`config.mk`:
```
export PLATFORM = sky130hd
export DESIGN_NAME = memory_stage
export DESIGN_NICKNAME = d
export VERILOG_FILES = /design/src/rtl/memory_stage.sv
export SDC_FILE = /design/constraint.sdc
export NUM_CORES = 1
export LEC_CHECK = 0
export CAP_MARGIN = 25
export CORE_AREA = 2 2 110 112
export CTS_BUF_LIST = sky130_fd_sc_hd__clkbuf_8
export DETAILED_ROUTE_END_ITERATION = 16
export DIE_AREA = 0 0 112 114
export GPL_TIMING_DRIVEN = 0
export PLACE_DENSITY = 0.85
export SYNTH_ARGS = -nofsm -noshare
export SYNTH_HDL_FRONTEND = slang
export SYNTH_SLANG_ARGS = --single-unit
export TNS_END_PERCENT = 30
```
`constraint.sdc`:
```
create_clock -name clock -period 9.2 [get_ports clock]
set_input_delay 2.3 -clock clock [delete_from_list [all_inputs] [get_ports clock]]
set_output_delay 2.3 -clock clock [all_outputs]
set_load 0.05 [all_outputs]
```
`src/rtl/memory_stage.sv`:
```
// MEM pipeline stage: forwards ALU results to writeback with one cycle of latency,
// and runs word loads/stores over a req/ack handshake, stalling upstream until done.
module memory_stage #(
    parameter int TIMEOUT = 16,
    parameter int CNT_W   = 5
) (
    input  logic        clock,
    input  logic        reset,
    input  logic        ex_mem_oper,
    input  logic        ex_mem_readmem,
    input  logic        ex_mem_writemem,
    input  logic [4:0]  ex_mem_regdest,
    input  logic        ex_mem_writereg,
    input  logic [31:0] ex_mem_wbvalue,
    input  logic [31:0] ex_mem_regb,
    output logic        mem_stall,
    output logic        mem_req,
    output logic        mem_we,
    output logic [31:0] mem_addr,
    output logic [31:0] mem_wdata,
    input  logic        mem_ack,
    input  logic [31:0] mem_rdata,
    output logic        mem_error,
    output logic        mem_wb_oper,
    output logic [4:0]  mem_wb_regdest,
    output logic        mem_wb_writereg,
    output logic [31:0] mem_wb_wbvalue
);

    typedef enum logic [1:0] {IDLE, WAIT_RD, WAIT_WR} state_t;

    state_t             state_q, state_d;
    logic [CNT_W-1:0]   cnt_q, cnt_d;
    logic               req_q, req_d;
    logic               we_q, we_d;
    logic [31:0]        addr_q, addr_d;
    logic [31:0]        wdata_q, wdata_d;
    logic               error_q, error_d;
    logic               wb_oper_q, wb_oper_d;
    logic [4:0]         wb_regdest_q, wb_regdest_d;
    logic               wb_writereg_q, wb_writereg_d;
    logic [31:0]        wb_wbvalue_q, wb_wbvalue_d;
    logic [4:0]         lat_regdest_q, lat_regdest_d;
    logic               lat_writereg_q, lat_writereg_d;

    logic is_mem_op;
    logic waiting;
    logic timeout;
    logic done;

    assign is_mem_op = ex_mem_oper && (ex_mem_readmem || ex_mem_writemem);
    assign waiting   = (state_q != IDLE);
    // Ack takes priority: a timeout only fires when the final wait cycle has no ack.
    assign timeout   = waiting && (cnt_q == CNT_W'(TIMEOUT - 1)) && !mem_ack;
    assign done      = waiting && (mem_ack || timeout);

    // Stall is gated by reset so an in-flight access is released the moment reset hits.
    assign mem_stall = !reset && (waiting ? !done : is_mem_op);

    always_comb begin
        state_d        = state_q;
        cnt_d          = cnt_q;
        req_d          = req_q;
        we_d           = we_q;
        addr_d         = addr_q;
        wdata_d        = wdata_q;
        error_d        = error_q;
        wb_oper_d      = 1'b0;
        wb_regdest_d   = wb_regdest_q;
        wb_writereg_d  = wb_writereg_q;
        wb_wbvalue_d   = wb_wbvalue_q;
        lat_regdest_d  = lat_regdest_q;
        lat_writereg_d = lat_writereg_q;

        case (state_q)
            IDLE: begin
                if (is_mem_op) begin
                    lat_regdest_d  = ex_mem_regdest;
                    lat_writereg_d = ex_mem_writereg;
                    addr_d         = {ex_mem_wbvalue[31:2], 2'b00};
                    wdata_d        = ex_mem_regb;
                    we_d           = ex_mem_writemem;
                    req_d          = 1'b1;
                    cnt_d          = '0;
                    state_d        = ex_mem_writemem ? WAIT_WR : WAIT_RD;
                end else if (ex_mem_oper) begin
                    wb_oper_d     = 1'b1;
                    wb_regdest_d  = ex_mem_regdest;
                    wb_writereg_d = ex_mem_writereg;
                    wb_wbvalue_d  = ex_mem_wbvalue;
                end
            end
            WAIT_RD, WAIT_WR: begin
                cnt_d = cnt_q + CNT_W'(1);
                if (done) begin
                    req_d        = 1'b0;
                    cnt_d        = '0;
                    state_d      = IDLE;
                    wb_oper_d    = 1'b1;
                    wb_regdest_d = lat_regdest_q;
                    if (!mem_ack) begin
                        error_d       = 1'b1;
                        wb_writereg_d = 1'b0;
                    end else if (state_q == WAIT_RD) begin
                        wb_writereg_d = lat_writereg_q;
                        wb_wbvalue_d  = mem_rdata;
                    end else begin
                        wb_writereg_d = 1'b0;
                        wb_wbvalue_d  = addr_q;
                    end
                end
            end
            default: begin
                state_d = IDLE;
                req_d   = 1'b0;
                cnt_d   = '0;
            end
        endcase
    end

    always_ff @(posedge clock or posedge reset) begin
        if (reset) begin
            state_q        <= IDLE;
            cnt_q          <= '0;
            req_q          <= 1'b0;
            we_q           <= 1'b0;
            addr_q         <= '0;
            wdata_q        <= '0;
            error_q        <= 1'b0;
            wb_oper_q      <= 1'b0;
            wb_regdest_q   <= '0;
            wb_writereg_q  <= 1'b0;
            wb_wbvalue_q   <= '0;
            lat_regdest_q  <= '0;
            lat_writereg_q <= 1'b0;
        end else begin
            state_q        <= state_d;
            cnt_q          <= cnt_d;
            req_q          <= req_d;
            we_q           <= we_d;
            addr_q         <= addr_d;
            wdata_q        <= wdata_d;
            error_q        <= error_d;
            wb_oper_q      <= wb_oper_d;
            wb_regdest_q   <= wb_regdest_d;
            wb_writereg_q  <= wb_writereg_d;
            wb_wbvalue_q   <= wb_wbvalue_d;
            lat_regdest_q  <= lat_regdest_d;
            lat_writereg_q <= lat_writereg_d;
        end
    end

    assign mem_req         = req_q;
    assign mem_we          = we_q;
    assign mem_addr        = addr_q;
    assign mem_wdata       = wdata_q;
    assign mem_error       = error_q;
    assign mem_wb_oper     = wb_oper_q;
    assign mem_wb_regdest  = wb_regdest_q;
    assign mem_wb_writereg = wb_writereg_q;
    assign mem_wb_wbvalue  = wb_wbvalue_q;

endmodule
```
==> metrics.cfg, run 1 <==
[status]
status=finished clean

[power_and_ir_drop]
vdd.ir_drop.worst_mv=0.299
powerDensity_nw_per_um2=437
p_leak_nw=3.36

[worst_hold_path]
hold_path_end=mem_error$_DFFE_PP0P_
min_path_cells=1
hp-class=reg2reg
hp-start=mem_error$_DFFE_PP0P_

[clocking]
cts_resized=0
cts_tree=done
cts_max_level=4
cts_setup_buffers=0
clockBufferDepth=2
cts_root_buf=clkbuf_8
worst_skew_pair.late_latency_ps=420
cts_sinks=117
holdBufCountCts=0
cts-buffers-inserted=17
path_clk_slew_ps=60

[global_routing]
grt_overflow=0
grt_pass1_vias=4517
busiest_layer=met2
grt_pass1_wl_um=21900
use_met2=0.389
grt_use_total=0.216
met3_usage=0.0574
grt_max_degree=78
grt.met1_usage=0.247
antenna_found_initial=0

[critical_path]
crit_path_max_fanout=77
crit_type=in2out
path_common_cell=clkdlybuf4s50_1
slowest_stage=clkdlybuf4s50_1
max_stage_delay_ps=830
endpoint_kind=primary output
rr_endpoint=mem_addr[2]$_DFFE_PP0P_
critPathArrivalTime_ps=4540
startpoint=reset
rrSetupSlack_ps=6910
crit_family=buffers and inverters
crit_chain=clkdlybuf4s50_1 > inv_6 > buf_16 > nand2_1 > nor2_1 > clkdlybuf4s50_1
critPathLaunchType=primary input
cp.buffers_inverters=4
r2r-start=state_q[0]$_DFFE_PP0P_
r2r_cells=6
crit_required_ps=6900

[place]
gp_congestion=0.811
placed_area_um2=7650
dp_hpwl_um=10100
io_buffers=212

[finish]
utilization=0.693
drive_gt1_frac=0.250
area_growth_pct=52.9
antennaDiodeCount=0
design_area_um2=8110
final_nets=755

[timing]
period_share=0.743
period_minus_slack_ps=6840
relSlewSlack=0.391
hold_violations=0
tightestPinTransition_ps=909
slew_viol_final=0
finalSetupViolCount=0
fmax_mhz=146
rsz0062_at_grt=no
holdWs_ps=473
fin_worst_skew_ps=6.83

[route]
num_vias=4128
drtIter0Drc=162
wl_per_cell_um=17.0
drt_wl_total_um=13600
viasPerCell=5.15
drc=0
dr.pass1.iters=4
antenna_left=0

[logic_synthesis]
synth_top_area_share=0.552
syn_avg_cell_area_um2=13.0
synth.mux.area_fraction=0.290
syn_inst=409
yosysWarnings=0
synth-xor-area-share=0
synthFlopType=dfrtp_1
synth_top_family_by_area=multiplexers
synth_top_cell_by_area=dfrtp_1
synthesis.area_um2=5310
synth_adder_area_share=0.0118
yosysUniqueCellTypes=35
yosys.area_share.simple=0.0446
ys_seq_area_frac=0.552
ys_ff_latch=117
synth_edf_count=0
synth_compound_area_frac=0.0651
netlist_top_cells_area=dfrtp_1 55%, mux2_2 23%, mux2i_1 5.7%, a21oi_1 2.9%, nor2_1 2.3%
async_reset_ff_frac=1.00

[flow_run]
cap_violations=0

[floorplan]
die_w_um=112
dieArea_um2=12800
die_h_um=114
io_pins=215
initial_utilization=0.453
core_region_area_um2=11700
num_rows=40

## metrics by stage
step | TNS [ps] | power (mW) | instances | setup WS (ps)
after floorplan | 0 | 2.32 | 410 | 1310
after global placement | -330 | 2.98 | 769 | -330
after detailed placement | 0 | 3.03 | 770 | 2320
after CTS | 0 | 3.58 | 802 | 2300
after global routing | 0 | 3.72 | 802 | 2140
final | 0 | 3.55 | 802 | 2360
## cell families (layout without fill, tap and decap cells)
logic type	count (synthesis)	after routing
multiplexers	140	140
flip-flops	117	117
AO/OA/AOI/OAI	54	54
AND/OR/NAND/NOR	53	53
buffers and inverters	39	284
adder cells (fa/ha/maj)	5	5
other	1	2
## registers in the layout, indices dropped and copies added, names as in the netlist
name / flops
mem_wb_wbvalue: 32
mem_wdata: 32
mem_addr: 30
cnt_q: 5
lat_regdest_q: 5
mem_wb_regdest: 5
state_q: 2
lat_writereg_q: 1
mem_error: 1
mem_req: 1
mem_wb_oper: 1
mem_wb_writereg: 1
mem_we: 1
## routing by layer
| layer | up-vias | share of wire |
|---|---|---|
| met5 | - | 0 |
| met4 | 0 | 0.020 |
| met3 | 21 | 0.065 |
| met2 | 145 | 0.52 |
| met1 | 2059 | 0.40 |
| li1 | 1903 | - |
## synth_stat cells (2+ instances only)
master / count
dfrtp_1: 117
mux2_2: 108
nor2_1: 32
a21oi_1: 31
mux2i_1: 30
inv_1: 13
buf_2: 12
nand3_1: 7
o21ai_0: 7
clkbuf_1: 6
ha_1: 5
nand2_1: 5
buf_1: 3
buf_6: 3
o211ai_1: 3
o22ai_1: 3
buf_4: 2
mux2_1: 2
nand4_1: 2
o2bb2ai_1: 2
or2_2: 2
## worst register-to-register path: cells and delay by family (launching register included)
kind            cells  cell delay, ps
mux                 1             410
buf+inv             3             760
compound gates      1             420
flops               1             370
fa+ha+maj           1             220
## where the power goes
| part | switching, mW | total, mW | internal, mW | leakage (nW) |
|---|---|---|---|---|
| Combinational | 1.30 | 2.10 | 0.793 | 1.73 |
| Sequential | 0.149 | 0.918 | 0.769 | 1.39 |
| Clock | 0.196 | 0.532 | 0.337 | 0.239 |
| Total | 1.65 | 3.55 | 1.90 | 3.36 |
## cell usage in the layout, fill, tap and decap left out, drive strengths merged, types with 7 or more instances in the layout
| cell type | count |
|---|---|
| dfrtp | 117 |
| clkbuf | 29 |
| mux2i | 30 |
| nor2 | 32 |
| nand3 | 7 |
| mux2 | 110 |
| o21ai | 7 |
| clkdlybuf4s50 | 212 |
| buf | 21 |
| inv | 14 |
| a21oi | 31 |
## worst max-delay path by stage
| stage | endpoint | slack [ps] | depth (start not counted) |
|---|---|---|---|
| after global placement | mem_stall | -330 | 5 |
| after floorplan | mem_stall | 1310 | 3 |
| after CTS | mem_stall | 2300 | 6 |
| after detailed placement | mem_stall | 2320 | 6 |
| final | mem_stall | 2360 | 6 |
| after global routing | mem_stall | 2140 | 6 |
## area by class of cell
cell class / count / area (µm²)
Buffer: 26 / 143
Clock buffer: 23 / 317
Timing Repair Buffer: 213 / 2150
Tap cell: 147 / 184
Multi-Input combinational cell: 254 / 2190
Inverter: 13 / 53.8
Sequential cell: 117 / 2930
Fill cell: 902 / 3600
Clock inverter: 9 / 146
(Power assumes the default switching activity.)
==> run 2, diff against run 1 <==
- CORE_AREA: 2 2 110 112 -> 2 2 119 121
- DIE_AREA: 0 0 112 114 -> 0 0 121 123
- PLACE_DENSITY: 0.85 -> 0.77
- clock period: 9.2 -> 6.17 ns (I/O delays scaled with it)
==> metrics.cfg, run 2 (synthesis results as in run 1) <==
[status]
status=finished clean

[critical_path]
crit_required_ps=4630  ; -2270 ps
crit_family=buffers and inverters
crit_type=in2out
path_common_cell=clkdlybuf4s50_1
slowest_stage=clkinvlp_4
startpoint=reset
cp.buffers_inverters=3  ; -1
endpoint_kind=primary output
critPathArrivalTime_ps=3810  ; -730 ps
critPathLaunchType=primary input
crit_path_max_fanout=41  ; -47%
r2r-start=state_q[0]$_DFFE_PP0P_
max_stage_delay_ps=740  ; -90 ps
crit_chain=clkdlybuf4s50_1 > clkinvlp_4 > nand2_1 > nor2_1 > clkdlybuf4s50_1

[timing]
rsz0062_at_grt=no
fin_worst_skew_ps=9.80  ; +2.97 ps
fmax_mhz=187
slew_viol_final=0  ; unchanged
finalSetupViolCount=0  ; unchanged
holdWs_ps=471  ; -2.31 ps
hold_violations=0  ; unchanged
layout_setup_ws_ps=815  ; -1550 ps
tns_ps=0  ; unchanged
tightestPinTransition_ps=996  ; +87.2 ps
period_share=0.868
relSlewSlack=0.333  ; -0.0584
period_minus_slack_ps=5350

[route]
drt_wl_total_um=14200  ; +4.1%
drc=0  ; unchanged
num_vias=4108  ; -0.48%
dr.pass1.iters=4  ; unchanged
drtIter0Drc=219  ; +35%
viasPerCell=4.91  ; -4.5%
antenna_left=0  ; unchanged
wl_per_cell_um=17.0  ; -0.14%

[power_and_ir_drop]
vdd.ir_drop.worst_mv=0.294  ; -1.5%
power_frac_comb=0.593  ; +0.002
powerDensity_nw_per_um2=649  ; +48%
clkPwrFrac=0.147  ; -0.003
p_seq_frac=0.260  ; about the same
p_int_mw=2.81  ; +48%
swShare=0.468  ; +0.00358
p_leak_nw=3.35  ; -0.10%
p_switching_mw=2.47  ; +50%

[clocking]
cts_sinks=117  ; unchanged
worst_skew_pair.late_latency_ps=440  ; +20 ps
holdBufCountCts=0  ; unchanged
cts_setup_buffers=0  ; unchanged
cts_resized=0  ; unchanged
clockBufferDepth=2  ; unchanged
cts_root_buf=clkbuf_8
path_clk_slew_ps=60  ; about the same
cts_tree=done
cts-buffers-inserted=17  ; unchanged
cts_max_level=4  ; unchanged

[finish]
final-instance-count-excl-fill=836  ; +4.2%
drive_gt1_frac=0.250  ; -0.000382
antennaDiodeCount=0  ; unchanged
area_growth_pct=53.5
final_common_cell=clkdlybuf4s50_1
final_nets=756  ; +0.13%
final_cell_mix=212 x clkdlybuf4s50_1, 117 x dfrtp_1, 108 x mux2_2

[floorplan]
num_rows=43  ; +7.5%
io_pins=215  ; unchanged
core_region_area_um2=13600  ; +16%
dieArea_um2=14900  ; +17%
die_w_um=121  ; +8.0%
die_h_um=123  ; +7.9%
initial_utilization=0.390  ; -0.0633

[place]
gp_congestion=0.771  ; -4.9%
post-place-ws_ps=774  ; -1550 ps
dp_hpwl_um=10600  ; +4.9%
io_buffers=212  ; unchanged
dpl.cell_count=804  ; +4.4%

[global_routing]
grt_use_total=0.197  ; -0.0189
antenna_found_initial=0  ; unchanged
grt_pass1_vias=4458  ; -1.3%
grt_max_degree=42  ; -46%
grt_pass1_wl_um=22500  ; +2.4%
grt_overflow=0  ; unchanged

[worst_hold_path]
hp-class=reg2reg
hp-start=mem_error$_DFFE_PP0P_

[flow_run]
cap_violations=0  ; unchanged

-- run 2: cell count changes in the layout (fill, tap and decap cells not counted) --
cell / delta
buf_16: -1
buf_12: +2
inv_1: +1
clkinvlp_4: +1
clkinv_2: +1
inv_6: -1
clkbuf_8: -2
-- run 2: worst register-to-register path, cell delays in order, from the launching register on --
cell	delay [ps]
dfrtp_1	370
inv_1	70
ha_1	220
buf_2	200
o211ai_1	460
clkbuf_1	490
mux2_2	400
-- run 2: power groups by stage --
stage                     Sequential (mW)  Clock [mW]  Combinational (mW)
after floorplan                      2.57           0               0.897
after global placement               1.36           0                3.10
after detailed placement             1.39           0                3.15
after CTS                            1.38       0.796                3.16
after global routing                 1.42       0.836                3.29
final                                1.37       0.777                3.13
-- run 2: layout make-up --
class	count	area, µm²
Buffer	26	143
Clock buffer	21	289
Clock inverter	11	155
Fill cell	1123	5470
Inverter	13	52.6
Multi-Input combinational cell	254	2190
Sequential cell	117	2930
Tap cell	180	225
Timing Repair Buffer	214	2160
-- run 2: metal layers --
layer  track usage  wire length (µm)  vias to the layer above
met5             0                 0                        -
met4        0.0770               292                        0
met3        0.0563               922                       27
met2         0.347              7300                      146
met1         0.228              5690                     2022
li1              -                 -                     1913
-- run 2: per-stage QoR --
step           area, µm²   util  power (mW)
2_1_floorplan       5310      -        3.46
3_3_place_gp        7660  0.563        4.46
4_1_cts             8150  0.598        5.33
5_1_grt             8150  0.598        5.55
6_report            8150  0.598        5.28
3_5_place_dp        7700  0.566        4.54
-- run 2: path summary, 6_finish.rpt --
| check | cells after the start | slack (ps) | end |
|---|---|---|---|
| max | 5 | 820 | mem_stall |
| max reg2reg | 6 | 3850 | mem_addr[2]$_DFFE_PP0P_ |
| min in group asynchronous | 2 | 1640 | mem_wdata[24]$_DFFE_PP0P_ |
| min | 1 | 470 | mem_error$_DFFE_PP0P_ |
| min reg2reg | 1 | 470 | mem_error$_DFFE_PP0P_ |
| max in group asynchronous | 3 | 3820 | mem_addr[24]$_DFFE_PP0P_ |
